File: src/rtl/mac_requant.sv
// Requantizer: bias add, per-layer rounding right shift, optional ReLU and 16-bit
// saturation, then a FWFT output FIFO. Define RELU_EN to enable ReLU on conv layers.
module mac_requant #(
  parameter int SHIFT_CONV = 8,
  parameter int SHIFT_FC   = 8,
  parameter int BIAS_SHIFT = 8,
  parameter int FIFO_DEPTH = 4
) (
  input  logic               clk,
  input  logic               reset,
  input  logic               in_valid,
  output logic               in_ready,
  input  logic signed [31:0] acc,
  input  logic signed [15:0] bias,
  input  logic        [1:0]  layer,
  output logic               out_valid,
  input  logic               out_ready,
  output logic signed [15:0] out_data,
  output logic        [1:0]  out_layer,
  output logic               out_sat,
  output logic        [15:0] sat_count
);

  localparam int PTR_W = $clog2(FIFO_DEPTH);
  localparam int CW    = PTR_W + 2;

  logic               s1_valid_reg;
  logic signed [33:0] s1_sum_reg;
  logic        [1:0]  s1_layer_reg;

  logic signed [33:0] sum_next;
  logic signed [33:0] bias_ext;
  logic               in_fire;

  assign in_fire  = in_valid & in_ready;
  assign bias_ext = {{18{bias[15]}}, bias};
  assign sum_next = {{2{acc[31]}}, acc} + (bias_ext <<< BIAS_SHIFT);

  always_ff @(posedge clk) begin
    if (reset) begin
      s1_valid_reg <= 1'b0;
      s1_sum_reg   <= '0;
      s1_layer_reg <= '0;
    end else begin
      s1_valid_reg <= in_fire;
      if (in_fire) begin
        s1_sum_reg   <= sum_next;
        s1_layer_reg <= layer;
      end
    end
  end

  // S2: combinational on the S1 register, result lands in the FIFO at the next edge
  logic        [4:0]  shamt;
  logic signed [34:0] sum_ext;
  logic signed [34:0] round_add;
  logic signed [34:0] rounded;
  logic signed [34:0] r_val;
  logic signed [15:0] res_data;
  logic               res_sat;

  always_comb begin
    shamt     = s1_layer_reg[1] ? 5'(SHIFT_FC) : 5'(SHIFT_CONV);
    sum_ext   = {s1_sum_reg[33], s1_sum_reg};
    round_add = (shamt == 5'd0) ? 35'sd0 : (35'sd1 <<< (shamt - 5'd1));
    rounded   = (sum_ext + round_add) >>> shamt;
    r_val     = rounded;
`ifdef RELU_EN
    if (!s1_layer_reg[1] && (rounded < 35'sd0))
      r_val = 35'sd0;
`else
`endif
    res_sat  = 1'b0;
    res_data = r_val[15:0];
    if (r_val > 35'sd32767) begin
      res_data = 16'sh7FFF;
      res_sat  = 1'b1;
    end else if (r_val < -35'sd32768) begin
      res_data = 16'sh8000;
      res_sat  = 1'b1;
    end
  end

  logic [15:0]      data_mem  [FIFO_DEPTH];
  logic [1:0]       layer_mem [FIFO_DEPTH];
  logic             sat_mem   [FIFO_DEPTH];
  logic [PTR_W-1:0] wr_ptr_reg;
  logic [PTR_W-1:0] rd_ptr_reg;
  logic [PTR_W:0]   count_reg;
  logic [15:0]      sat_count_reg;
  logic [CW-1:0]    used;
  logic             wr_en;
  logic             rd_en;

  assign wr_en     = s1_valid_reg;
  assign out_valid = (count_reg != '0);
  assign rd_en     = out_valid & out_ready;
  // Credits cover both stored entries and the one possibly sitting in S1
  assign used      = CW'(count_reg) + CW'(s1_valid_reg);
  assign in_ready  = (used < CW'(FIFO_DEPTH));

  assign out_data  = out_valid ? $signed(data_mem[rd_ptr_reg]) : 16'sd0;
  assign out_layer = out_valid ? layer_mem[rd_ptr_reg] : 2'd0;
  assign out_sat   = out_valid ? sat_mem[rd_ptr_reg] : 1'b0;
  assign sat_count = sat_count_reg;

  always_ff @(posedge clk) begin
    if (wr_en) begin
      data_mem[wr_ptr_reg]  <= res_data;
      layer_mem[wr_ptr_reg] <= s1_layer_reg;
      sat_mem[wr_ptr_reg]   <= res_sat;
    end
  end

  always_ff @(posedge clk) begin
    if (reset) begin
      wr_ptr_reg    <= '0;
      rd_ptr_reg    <= '0;
      count_reg     <= '0;
      sat_count_reg <= '0;
    end else begin
      if (wr_en)
        wr_ptr_reg <= wr_ptr_reg + PTR_W'(1);
      if (rd_en)
        rd_ptr_reg <= rd_ptr_reg + PTR_W'(1);
      if (wr_en && !rd_en)
        count_reg <= count_reg + 1'b1;
      else if (!wr_en && rd_en)
        count_reg <= count_reg - 1'b1;
      if (wr_en && res_sat && (sat_count_reg != 16'hFFFF))
        sat_count_reg <= sat_count_reg + 16'd1;
    end
  end

endmodule

File: config.mk
export PLATFORM = sky130hd
export DESIGN_NAME = mac_requant
export DESIGN_NICKNAME = d
export VERILOG_FILES = /design/src/rtl/mac_requant.sv
export SDC_FILE = /design/constraint.sdc
export NUM_CORES = 1
export LEC_CHECK = 0
export CAP_MARGIN = 20
export CORE_MARGIN = 2
export CORE_UTILIZATION = 25
export DETAILED_ROUTE_END_ITERATION = 10
export HOLD_SLACK_MARGIN = 0.03
export PLACE_DENSITY = 0.53
export SYNTH_ARGS = -nofsm -noshare
export SYNTH_HDL_FRONTEND = slang
export SYNTH_SLANG_ARGS = --single-unit
export TNS_END_PERCENT = 5
File: constraint.sdc
create_clock -name clk -period 3.23 [get_ports clk]
set_input_delay 0.646 -clock clk [delete_from_list [all_inputs] [get_ports clk]]
set_output_delay 0.646 -clock clk [all_outputs]
set_load 0.005 [all_outputs]
After elaboration in Yosys (flattened, before gate mapping). Memories as Yosys holds them, arrays and structs flattened. A register that Yosys moved wholly into a read port is not among the register bits. Cells that the tools add are included.

Flip-flop bits (word level): 59. Memory bits (writable): 76. Memories: 3. Input port bits: 54. Output and inout port bits: 37.

Eq/ne operators: 1. Add/sub/neg operators: 8. Reductions and logical operators: 8. Multiplexer cells: 17. Magnitude comparators: 3. Bitwise operators: 2.

Memory list: data_mem (depth 4, bits a word 16, rd ports 1, clocked after memory_dff 1, wr ports 1, line 84) `logic [15:0] data_mem [FIFO_DEPTH];`; layer_mem (depth 4, bits a word 2, rd ports 1, clocked after memory_dff 1, wr ports 1, line 85) `logic [1:0] layer_mem [FIFO_DEPTH];`; sat_mem (depth 4, bits a word 1, rd ports 1, clocked after memory_dff 1, wr ports 1, line 86) `logic sat_mem [FIFO_DEPTH];`.

Operator list (number): 16-bit two-way mux (3); 33-bit by 9-bit adder with 34-bit output, second input constant (1); 32-bit by 24-bit adder with 33-bit output (1); 26-bit by 16-bit greater-than comparator with 1-bit output, second input constant (1); 26-bit by 16-bit < comparator with 1-bit output, second input constant (1); 16-bit by 1-bit adder with 16-bit output, second input constant (1); 16-bit inequality test, second input constant (1); 2-bit two-way mux (7); 3-bit two-way mux (2); 1-bit two-way mux (5); 2-bit by 1-bit adder with 2-bit output, second input constant (2); 3-bit by 1-bit adder with 4-bit output (1); 1-bit logical AND (4); 4-bit by 3-bit < comparator with 1-bit output, second input constant (1); 3-bit by 1-bit adder with 3-bit output, second input constant (1); 3-bit nonzero test (1); 3-bit by 1-bit subtractor with 3-bit output, second input constant (1); 1-bit bitwise AND (2); 1-bit logical NOT (2); 2-bit nonzero test (1).

Logic depth before layout (Yosys ltp). Gate-level depths: netlist (run 1).

Depth after elaboration: 6. Gate-level depth with buffers: 11.

Worst setup path before layout (run 1). Ideal clock, no wire load.

Kind: in2reg. From: input acc[8]. To: register s1_sum_reg[26]. Stages: 11. Path slack: 0.437 ns. Setup time: 0.062 ns. Arrival time: 2.731 ns. Buffers on the path: 0. Path through: ha_1 > inv_1 > fa_1 > nor2b_1 > o2111ai_1 > a41o_1 > a31oi_1 > a221o_1 > a21oi_1 > or4_1 > nand3_1.

Cells in the longest elaborated chain, start to end: 1.

Ends and longest elaborated chain: start: declaration (line 13) `input logic signed [31:0] acc,`; 32-bit by 24-bit adder with 33-bit output (line 37) `assign sum_next = {{2{acc[31]}}, acc} + (bias_ext <<< BIAS_SHIFT);`; end signal: assignment (line 47) `s1_sum_reg <= sum_next;`; end: declaration (line 28) `logic signed [33:0] s1_sum_reg;`.

Every way passes these cells. A chain may end at the register's enable or synchronous reset.

Final worst setup path (run 1).
From: input acc[8]. To: register s1_sum_reg[30].

The elaborated chain is that of the path after synthesis.

==> results of run 1 <==
[stage by stage]
step | instances | TNS, ns | setup WS, ns | hold slack [ns] | util [%]
after global routing | 1165 | 0 | 0.0234 | 0.511 | 33.1
final | 1165 | 0 | 0.227 | 0.490 | 33.1
after global placement | 1133 | -1.50 | -0.252 | 0.471 | 31.0
after floorplan | 655 | 0 | 0.437 | 0.448 | -
after detailed placement | 1133 | -1.70 | -0.302 | 0.486 | 31.0
after CTS | 1165 | 0 | 0.138 | 0.494 | 33.1
[cell type report]
class,instances,area (um^2)
clock buffer,17,425
clock inverter,15,163
fill,2850,18600
inverter,21,78.8
multi-input combinational,473,3490
sequential,130,3360
tap,378,473
timing repair buffer,131,1210
[power groups by stage]
stage	Clock (mW)	Combinational (mW)	Sequential [mW]
5_1_grt	2.03	2.09	2.18
4_1_cts	1.95	1.90	2.15
3_3_place_gp	0	1.86	2.18
6_report	1.91	1.86	2.15
3_5_place_dp	0	1.89	2.19
2_1_floorplan	0	1.09	2.15
[path summary, 6_finish.rpt]
| check | end | slack, ns |
|---|---|---|
| setup / recovery | s1_sum_reg[30] | 0.23 |
| hold / removal | s1_sum_reg[8] | 0.49 |
| setup reg to reg | sat_count[13] | 0.27 |
| hold reg to reg | s1_sum_reg[8] | 0.49 |
[routing by layer]
layer | GRT usage, % | vias up | wire, um
met5 | 0 | - | 16
met4 | 3.18 | 2 | 157
met3 | 2.82 | 14 | 700
met2 | 19.2 | 93 | 7620
met1 | 15.5 | 2536 | 7920
li1 | - | 2698 | -
[repair_timing]
| item | in CTS | in global routing |
|---|---|---|
| endpoints found under the hold margin | 0 | 0 |
| gates resized for setup | 0 | 2 |
| endpoints found under the setup margin | 0 | 4 |
| hold buffers | 0 | 0 |
[cell families after synthesis]
group	after synthesis	synth area share (%)
AND/OR/NAND/NOR	240	18.6
flip-flops	130	47.6
XOR/XNOR	33	4.09
adder cells (fa/ha/maj)	33	6.06
AO/OA/AOI/OAI	137	12.5
buffers and inverters	52	3.03
multiplexers	30	8.15
[cell usage in the layout (no fill, tap or decap), drive strengths merged, types with 7 or more instances in the layout]
master	n
mux2	9
and2	28
a21o	10
o21ai	28
a21oi	47
or3	10
buf	49
and3	7
a31oi	8
nor2b	11
inv	31
clkbuf	17
nand2	57
mux4	19
nor4	8
or4	8
nor2	42
dfxtp	54
nor3	17
nand4	13
ha	31
nand3	20
xnor2	17
clkdlybuf4s50	82
edfxtp	76
o31ai	8
xor2	16
[worst reg2reg max path: cells and delay by family, from the launching register on]
| family | cells | cell delay [ns] |
|---|---|---|
| buf+inv | 1 | 0.19 |
| simple gates | 3 | 0.63 |
| fa+ha+maj | 1 | 0.25 |
| mux | 1 | 0.30 |
| compound gates | 4 | 1.10 |
| flops | 1 | 0.37 |
==> out/metrics.csv, run 1 <==
metric,value,unit
drv_cap,0,
hpwl,11900,um
syn2layout_area_growth,30.3,%
cts_tree,built,
num_rows,61,
critPathLaunch,acc[8],
dieWidth,172,um
hold_viol,0,
ant_nets,0,
die_h,172,um
arrival,3.31,ns
clock-root-buffer,clkbuf_16,
gp_routability_congestion,0.774,
ir_worst_vdd,380,uV
power_density,644,nW/um^2
synthCells,655,
p_leak,3.26,nW
synth.distinct_cells,63,
power_switching,1.84,mW
ctsHtreeMaxLevel,4,
vias,5343,
end_kind,flip-flop,
p_int,4.08,mW
crit_buf_inv,3,
ys_top_cells_by_area,"edfxtp_1, dfxtp_1, mux4_2",
fin_crit,3.00,ns
r2r_start,s1_sum_reg[7],
drive_gt1_share,15.5,%
power,5.92,mW
wl_per_cell,14.1,um
num-nets-final,861,
drc,0,
path_cells,clkdlybuf4s50_1 -> ha_1 -> inv_1 -> fa_1 -> nor2b_2 -> o2111ai_1 -> a41o_1 -> a31oi_1 -> buf_4 -> a221oi_1 -> nor2_1 -> nor4_1 -> a211o_1,
synth_edf_count,76,
max_stage_delay,0.46,ns
fin_skew,0.00916,ns
async_flop_share,0,%
grtUsageTotal,11.7,%
worstSetupPathType,primary input to flip-flop,
design.die.area,29600,um^2
p_clk_share,32.2,%
synth.most_common_cell,edfxtp_1,
min_period_over_period,93.0,%
r2r_cells,10,
hp-class,flip-flop to flip-flop,
crit_cells,13,
postCtsSetupRepairBufs,0,
grt_pass1_vias,5258,
postPlaceCellArea,8610,um^2
swShare,31.1,%
setup_viol,0,
yosys.area.top_type,edfxtp_1,
grt-ovfl-total,0,
drtPass1Iterations,4,
syn_area,7060,um^2
start_kind,primary input,
dr.first_iter.drc_count,293,
path_clk_slew,0.06,ns
start_util,25.4,%
worst_slew_pin_slew,1.02,ns
viasPerCell,4.59,
insertion_delay,0.42,ns
antenna_found_initial,1,
slowest_stage,clkdlybuf4s50_1,
io_buffers,83,
syn_avg_cell_area,10.8,um^2
rsz0062_at_grt,false,
cts.sinks,130,
ios,91,
grt_max_degree,36,
required,3.54,ns
combinationalPowerShare,31.4,%
ys_ff_latch,130,
hp-start,s1_sum_reg[8],
clock.fmax,333,MHz
synth_nets,742,
slew_viol_final,0,
yosys-top-cells-count,"edfxtp_1, nand2_1, dfxtp_1",
routed_wl,16400,um
status,completed,
ys.flop_type,edfxtp_1,
max_slew_margin,31.7,%
cts_max_path_buffers,2,
ys_warn_count,0,
core_area,27800,um^2
path_delay_family,compound AO/OA/AOI/OAI gates,
grt_pass1_wl,27200,um
fin_area,9200,um^2
antenna_cells,0,
hold_path_depth,2,
largest_reg_flops,64,
power.share.sequential,36.3,%
cts_buffers,17,
ys_seq_area_share,47.6,%
synth_top_area_share,32.3,%
critPathMaxFanout,4,
(Power assumes the default switching activity.)
==> run 2: changes to the inputs <==
--- a/config.mk
+++ b/config.mk
@@ -5,6 +5,7 @@
 export SDC_FILE = /design/constraint.sdc
 export NUM_CORES = 1
 export LEC_CHECK = 0
+export ABC_AREA = 0
 export CAP_MARGIN = 20
 export CORE_MARGIN = 2
 export CORE_UTILIZATION = 25
==> results of run 2 <==
No change in the layout: final DEF, timing and power equal those of run 1.
